--- src/rtl/skeleton_param.sv ---
// Logic-op delay line (d, DEPTH enabled cycles), a->c+->(b&c) sequence detector (e, 1 cycle
// after the completing edge) and saturating hit counter (f); en=0 freezes everything but clr.
module skeleton_param #(
    parameter int WIDTH = 1,
    parameter int DEPTH = 2,
    parameter int MODE  = 0,
    parameter int CNT_W = 4
) (
    input  logic             clk,
    input  logic             rst_n,
    input  logic             en,
    input  logic             clr,
    input  logic [WIDTH-1:0] a,
    input  logic [WIDTH-1:0] b,
    input  logic [WIDTH-1:0] c,
    output logic [WIDTH-1:0] d,
    output logic             e,
    output logic [CNT_W-1:0] f,
    output logic             f_sat
);

    typedef enum logic [1:0] {IDLE, GOT_A, GOT_C, HIT} state_t;

    localparam logic [CNT_W-1:0] F_MAX = '1;

    logic [WIDTH-1:0] op_val;
    logic [WIDTH-1:0] stage [DEPTH];
    state_t           state;
    state_t           state_next;
    logic             sa, sb, sc;
    logic             ev_a, ev_c, ev_bc;
    logic             inc;

    // Unknown MODE values fall back to AND.
    always_comb begin
        op_val = a & b;
        case (MODE)
            1:       op_val = a | b;
            2:       op_val = a ^ b;
            default: op_val = a & b;
        endcase
    end

    always_ff @(posedge clk) begin
        if (!rst_n) begin
            for (int k = 0; k < DEPTH; k++) stage[k] <= '0;
        end else if (en) begin
            stage[0] <= op_val;
            for (int k = 1; k < DEPTH; k++) stage[k] <= stage[k-1];
        end
    end

    assign d = stage[DEPTH-1];

    assign sa    = |a;
    assign sb    = |b;
    assign sc    = |c;
    assign ev_a  = sa & ~sb & ~sc;
    assign ev_c  = sc & ~sa & ~sb;
    assign ev_bc = sb & sc & ~sa;

    always_ff @(posedge clk) begin
        if (!rst_n) begin
            state <= IDLE;
        end else if (en) begin
            state <= state_next;
        end
    end

    // HIT behaves like IDLE so back-to-back sequences each produce a pulse.
    always_comb begin
        state_next = IDLE;
        e          = 1'b0;
        case (state)
            GOT_A: begin
                if (ev_c)      state_next = GOT_C;
                else if (ev_a) state_next = GOT_A;
            end
            GOT_C: begin
                if (ev_bc)     state_next = HIT;
                else if (ev_c) state_next = GOT_C;
                else if (ev_a) state_next = GOT_A;
            end
            HIT: begin
                e = 1'b1;
                if (ev_a)      state_next = GOT_A;
            end
            default: begin
                if (ev_a)      state_next = GOT_A;
            end
        endcase
    end

    assign inc = en & (state_next == HIT);

    // clr wins over a simultaneous hit; the count sticks at all-ones.
    always_ff @(posedge clk) begin
        if (!rst_n) begin
            f <= '0;
        end else if (clr) begin
            f <= '0;
        end else if (inc && (f != F_MAX)) begin
            f <= f + CNT_W'(1);
        end
    end

    assign f_sat = (f == F_MAX);

endmodule
--- config.mk ---
export PLATFORM = sky130hd
export DESIGN_NAME = skeleton_param
export DESIGN_NICKNAME = d
export VERILOG_FILES = /design/src/rtl/skeleton_param.sv
export SDC_FILE = /design/constraint.sdc
export NUM_CORES = 1
export LEC_CHECK = 0
export CAP_MARGIN = 20
export CORE_AREA = 3 3 40 42
export DETAILED_ROUTE_END_ITERATION = 8
export DIE_AREA = 0 0 43 45
export PLACE_DENSITY = 0.57
export SYNTH_ARGS = -nofsm -noshare
export SYNTH_HDL_FRONTEND = slang
export SYNTH_SLANG_ARGS = --single-unit
--- constraint.sdc ---
create_clock -name clk -period 2.22 [get_ports clk]
set_clock_uncertainty 0.15 [all_clocks]
set_input_delay 0.555 -clock clk [delete_from_list [all_inputs] [get_ports clk]]
set_output_delay 0.555 -clock clk [all_outputs]
set_load 0.1 [all_outputs]
==> results of run 1 <==
## worst max path at each step
stage | startpoint | end | slack, ns
detailed placement | c | f[3] | -0.17
floorplan | f[0] | f_sat | 0.05
global route | state[0] | f[3] | 0.009
global placement | c | f[3] | -0.15
CTS | state[0] | f[3] | 0.09
finish | c | f[3] | 0.10
## final cells by class
cell class	instances	area, um2
well taps	15	18.8
fillers	116	591
multi-input cells	36	249
inverters	2	7.51
clock buffers	4	26.3
flip-flops and latches	8	185
repair buffers	19	208
## cells in the final DEF, fill, tap and decap left out, types with 3 or more instances in the layout
master / Yosys / routed
buf_4: 0 / 9
clkdlybuf4s50_1: 0 / 6
nor3_1: 4 / 4
ha_1: 4 / 4
dfxtp_2: 0 / 4
buf_12: 0 / 4
nor2_1: 3 / 3
a21oi_1: 3 / 3
clkbuf_4: 0 / 3
## critical path: cells and delay by family
kind	cells	cell delay, ns
simple gates	3	0.99
compound gates	1	0.13
buf+inv	1	0.47
## cell families after synthesis
| kind of cell | count (synthesis) |
|---|---|
| AND/OR/NAND/NOR | 22 |
| AO/OA/AOI/OAI | 8 |
| flip-flops | 8 |
| adder cells (fa/ha/maj) | 4 |
| buffers and inverters | 2 |
| XOR/XNOR | 1 |
| multiplexers | 1 |
## per-layer routing
metal / up-vias / share of wire / global-route usage
met3: 2 / 0.056 / 0.0717
met1: 175 / 0.48 / 0.114
met2: 9 / 0.46 / 0.141
met5: - / 0 / 0
met4: 0 / 0.010 / 0.0542
li1: 214 / - / -
## power by group through the flow
| stage | sequential [uW] | combinational [uW] | clock (uW) |
|---|---|---|---|
| 6_report | 155 | 42.3 | 116 |
| 5_1_grt | 155 | 45.8 | 133 |
| 4_1_cts | 155 | 41.7 | 125 |
| 3_5_place_dp | 158 | 41.6 | 0 |
| 3_3_place_gp | 158 | 41.4 | 0 |
| 2_1_floorplan | 166 | 9.50 | 0 |
## registers in the layout (all words and copies together) (netlist names)
name and flops:
f 4, stage 2, state 2
## metrics by stage
stage,hold slack (ns),util,setup TNS [ns]
final,0.346,0.540,0
after global routing,0.377,0.540,0
after CTS,0.350,0.538,0
after detailed placement,0.338,0.518,-0.201
after global placement,0.328,0.518,-0.203
after floorplan,0.381,-,0
==> impl_metrics.json, run 1 <==
{
  "finalMaxSlewViolations": 0,
  "routed_wl_um": 861,
  "drt-initial-drc-count": 7,
  "ios": 14,
  "start_kind": "primary input",
  "antenna_left": 0,
  "syn-cell-area_um2": 433,
  "die_w_um": 43,
  "portBuffers": 13,
  "die_area_um2": 1940,
  "clkLatencyLatePin_ns": 0.25,
  "maxCapViolCount": 0,
  "viasPerCell": 4.76,
  "synth_enable_flop_cells": 2,
  "power_frac_seq": 0.494,
  "clock_power_share": 0.371,
  "required_ns": 2.25,
  "critPathSlowestCell": "clkdlybuf4s50_1",
  "synth-async-reset-ratio": 0,
  "arrival_ns": 2.15,
  "power_density_nw_per_um2": 451,
  "ir_drop_v": 0.000250,
  "synth_top_family_by_area": "simple AND/OR/NAND/NOR gates",
  "synth-simple-area-share": 0.301,
  "post-route-min-period_ns": 2.12,
  "avgRoutedWirePerCell_um": 10.3,
  "fmax_ghz": 0.473,
  "outcome": "finished, final reports clean",
  "slowest_delay_ns": 0.47,
  "p_int_uw": 243,
  "yosys.cell_count.top_type": "dfxtp_1",
  "dp_hpwl_um": 724,
  "slew_headroom": 0.816,
  "fp.dieH_um": 45,
  "synthFlopType": "dfxtp_1",
  "tightest_slew_ns": 0.278,
  "synth-seq-cells": 8,
  "core_um2": 1280,
  "dpl-instance-area_um2": 666,
  "timing.rr.end": "f[3]",
  "clk_path_buf_depth": 2,
  "clock-sinks": 8,
  "synthTopCellsByArea": "dfxtp_1, edfxtp_1, ha_1",
  "dr.pass1.iters": 3,
  "p_sw_frac": 0.225,
  "path_cells": "clkdlybuf4s50_1 > or3b_4 > or2_1 > or3_1 > a21oi_1",
  "reg2reg_depth": 6,
  "rsz0062_at_grt": "no",
  "finalSetupViolations": 0,
  "drive_gt1_frac": 0.333,
  "path_max_fanout": 3,
  "min_from": "f[3]",
  "cts_resized": 0,
  "syn_area_per_cell_um2": 9.41,
  "cts_buffers": 3,
  "hold_class": "reg2reg",
  "p_leak_uw": 0.000270,
  "power.total_uw": 313,
  "finalHoldViolCount": 0,
  "crit_type": "in2reg",
  "diodes": 0,
  "postCtsSetupRepairBufs": 0,
  "post-place-cells": 80,
  "min_path_cells": 2,
  "num_vias": 400,
  "synth_fp_nets": 57,
  "drc": 0,
  "grt_first_pass_wirelength_mm": 1.35,
  "clk_pin_slew_worst_paths_ns": 0.06,
  "fin_area_um2": 694,
  "synth_common_cells": "dfxtp_1, ha_1, nor3_1",
  "grt_max_degree": 8,
  "synth_compound_area_frac": 0.107,
  "dp_slack_ns": -0.170,
  "r2r-start": "state[0]",
  "grt_pass1_vias": 330,
  "synth_xor_area_frac": 0.0202,
  "synth_warnings": 0,
  "ys_seq_area_frac": 0.416,
  "synthToLayoutAreaGrowth_pct": 60.4,
  "overflow": 0,
  "ys_types": 25,
  "muxShareOfSynthArea": 0.0231,
  "p_comb_frac": 0.135,
  "power_switching_uw": 70.4,
  "cts_tree": "done",
  "rows": 13,
  "stdcell_count": 84,
  "antenna_found_initial": 0,
  "synth_adder_area_share": 0.116,
  "hold_buffers": 0,
  "r2r_setup_slack_ns": 0.12,
  "gp_congestion": 0.708,
  "synth_largest_area_cell": "dfxtp_1",
  "yosysTopAreaCellShare": 0.277,
  "htreeDepth": 1,
  "grt_usage": 0.101,
  "root_buffer": "clkbuf_4",
  "hold-path-endpoint": "f[3]",
  "nets": 81,
  "layout_setup_ws_ns": 0.104,
  "end_kind": "register",
  "finalCritPeriodShare": 0.953,
  "netlist_instances": 46,
  "start_util": 0.337
}
Power figures use the tool's default switching activity.
==> run 2: changes to the inputs <==
--- a/config.mk
+++ b/config.mk
@@ -5,11 +5,12 @@
 export SDC_FILE = /design/constraint.sdc
 export NUM_CORES = 1
 export LEC_CHECK = 0
+export ABC_AREA = 1
 export CAP_MARGIN = 20
 export CORE_AREA = 3 3 40 42
 export DETAILED_ROUTE_END_ITERATION = 8
 export DIE_AREA = 0 0 43 45
-export PLACE_DENSITY = 0.57
+export PLACE_DENSITY = 0.6
 export SYNTH_ARGS = -nofsm -noshare
 export SYNTH_HDL_FRONTEND = slang
 export SYNTH_SLANG_ARGS = --single-unit
==> run 2 against run 1 <==
  * Global-route usage grew 0.80 points
  * Die area is the same
  * Register-to-register slack gained 0.48 ns
  * Synthesized cell count grew 35%
  * Via count grew 8.8%
  * Combinational power shrank 14%
  * Total power shrank 4.5%
  * Final cell count grew 11%
  * Worst setup slack gained 0.16 ns
  * Non-clock buffer count shrank 6
  * Critical path depth shrank 1
  * Largest power group unchanged
  * Highest routed layer is now met3
==> impl_metrics.json, run 2 <==
{
  "synth_common_cells": "nand2_1, inv_1, dfxtp_1",
  "arrival_ns": 1.25,
  "cts_tree": "done",
  "cts_buffers": 3,
  "cp-startpoint": "f[0]",
  "ys_seq_area_frac": 0.379,
  "syn-cell-area_um2": 475,
  "yosysTopAreaCellShare": 0.253,
  "slew_headroom": 0.814,
  "cts_resized": 0,
  "crit_type": "reg2out",
  "die_area_um2": 1940,
  "start_kind": "register",
  "synth_enable_flop_cells": 2,
  "crit_path_end": "f_sat",
  "root_buffer": "clkbuf_4",
  "overflow": 0,
  "clk_path_buf_depth": 2,
  "num_vias": 435,
  "ios": 14,
  "drive_gt1_frac": 0.244,
  "maxCapViolCount": 0,
  "ys_types": 19,
  "power_density_nw_per_um2": 428,
  "ir_drop_v": 0.000252,
  "synthToLayoutAreaGrowth_pct": 46.8,
  "hold_slack_ns": 0.337,
  "grt_usage": 0.109,
  "clkLatencyLatePin_ns": 0.25,
  "r2r-start": "state[0]",
  "dr.pass1.iters": 4,
  "p_leak_uw": 0.000283,
  "clk_pin_slew_worst_paths_ns": 0.05,
  "synthTopCellsByArea": "dfxtp_1, edfxtp_1, nand2_1",
  "synth-async-reset-ratio": 0,
  "antenna_left": 0,
  "synthFlopType": "dfxtp_1",
  "synth_fp_nets": 73,
  "grt_pass1_vias": 394,
  "tns_ns": 0,
  "synth_warnings": 0,
  "core_um2": 1280,
  "largest_register_ffs": 4,
  "post-route-min-period_ns": 1.96,
  "die_w_um": 43,
  "routed_wl_um": 937,
  "tightest_slew_ns": 0.282,
  "end_kind": "output pin",
  "gp_congestion": 0.687,
  "dp_slack_ns": 0.293,
  "layout_commonest_cell": "nand2_1",
  "netlist_instances": 62,
  "nets": 91,
  "avgRoutedWirePerCell_um": 10.1,
  "fp.dieH_um": 45,
  "required_ns": 1.51,
  "top_register": "f",
  "htreeDepth": 1,
  "grt_first_pass_wirelength_mm": 1.55,
  "drt-initial-drc-count": 10,
  "hold_class": "reg2reg",
  "dp_hpwl_um": 768,
  "antenna_found_initial": 0,
  "rsz0062_at_grt": "no",
  "outcome": "finished, final reports clean",
  "drc": 0,
  "finalSetupViolations": 0,
  "synth_largest_area_cell": "dfxtp_1",
  "finalMaxSlewViolations": 0,
  "finalHoldViolCount": 0,
  "finalCritPeriodShare": 0.881,
  "r2r_setup_slack_ns": 0.60,
  "timing.rr.end": "f[2]",
  "hold_buffers": 0,
  "rows": 13,
  "postCtsSetupRepairBufs": 0,
  "start_util": 0.370,
  "layout_setup_ws_ns": 0.264,
  "diodes": 0,
  "path_max_fanout": 5,
  "layout.cells.most_common_list": "nand2_1, inv_1, clkdlybuf4s50_1",
  "reg2reg_depth": 7,
  "fill_cells": 126,
  "portBuffers": 13,
  "syn_area_per_cell_um2": 7.67,
  "clock-sinks": 8,
  "grt_max_degree": 6,
  "viasPerCell": 4.68,
  "yosys.cell_count.top_type": "nand2_1",
  "reg_top3": "f: 4 flops, stage: 2 flops, state: 2 flops",
  "fmax_ghz": 0.511,
  "synth-seq-cells": 8
}
==> run 2: cell count changes in the layout (fill, tap and decap cells not counted), sizes merged, moves of 2 or more <==
cell	delta
and3	-2
nand2b	-2
nor2	+4
inv	+8
nor3	-3
buf	-6
nand4	+2
nand2	+14
nand3	+2
==> run 2: critical path: stages (launching register included) <==
cell	delay, ns
dfxtp_2	0.35
ha_1	0.22
nand3_1	0.13
clkinv_2	0.12
buf_12	0.18
==> run 2: logic make-up (layout without fill, tap and decap cells) <==
| kind of cell | count (synthesis) | count (layout) | synth area share |
|---|---|---|---|
| adders and majority gates | 4 | 4 | 0.105 |
| xor gates and xnor gates | 2 | 2 | 0.0368 |
| DFF | 8 | 8 | 0.379 |
| AOI/OAI and AO/OA | 7 | 7 | 0.0763 |
| buffers and inverters | 11 | 27 | 0.0868 |
| and+or+nand+nor | 30 | 30 | 0.316 |
==> run 2: how the worst min path moves through the flow <==
stage	startpoint	to	slack [ns]	cells past startpoint
3_5_place_dp	f[1]	f[1]	0.33	2
6_report	f[1]	f[1]	0.34	2
3_3_place_gp	f[1]	f[1]	0.32	2
2_1_floorplan	state[0]	state[0]	0.34	2
5_1_grt	f[1]	f[1]	0.37	2
4_1_cts	f[1]	f[1]	0.34	2
==> run 2: cell type report <==
type	instances	area [um2]	area share
clock buffer	3	22.5	0.0323
sequential	8	185	0.265
multi-input combinational	43	254	0.364
tap	15	18.8	0.0269
timing repair buffer	13	175	0.251
inverter	11	42.5	0.0609
==> run 2: through the flow <==
stage / instance area, um2 / cells / total power [uW] / util
4_1_cts: 698 / 93 / 308 / 0.543
6_report: 698 / 93 / 299 / 0.543
3_5_place_dp: 676 / 90 / 193 / 0.526
2_1_floorplan: 482 / 62 / 175 / -
5_1_grt: 698 / 93 / 318 / 0.543
3_3_place_gp: 676 / 90 / 193 / 0.526
==> run 2: power breakdown <==
part / switching [uW] / leakage (uW) / internal (uW)
logic: 21.6 / 0.000197 / 14.8
clock network: 47.8 / 0.0000138 / 61.8
registers: 0.888 / 0.0000725 / 152
total: 70.2 / 0.000283 / 229
==> run 2: layer usage <==
layer	wire, um	track usage
met3	73	0.0677
met5	0	0
met2	450	0.165
met4	0	0.0361
met1	413	0.128
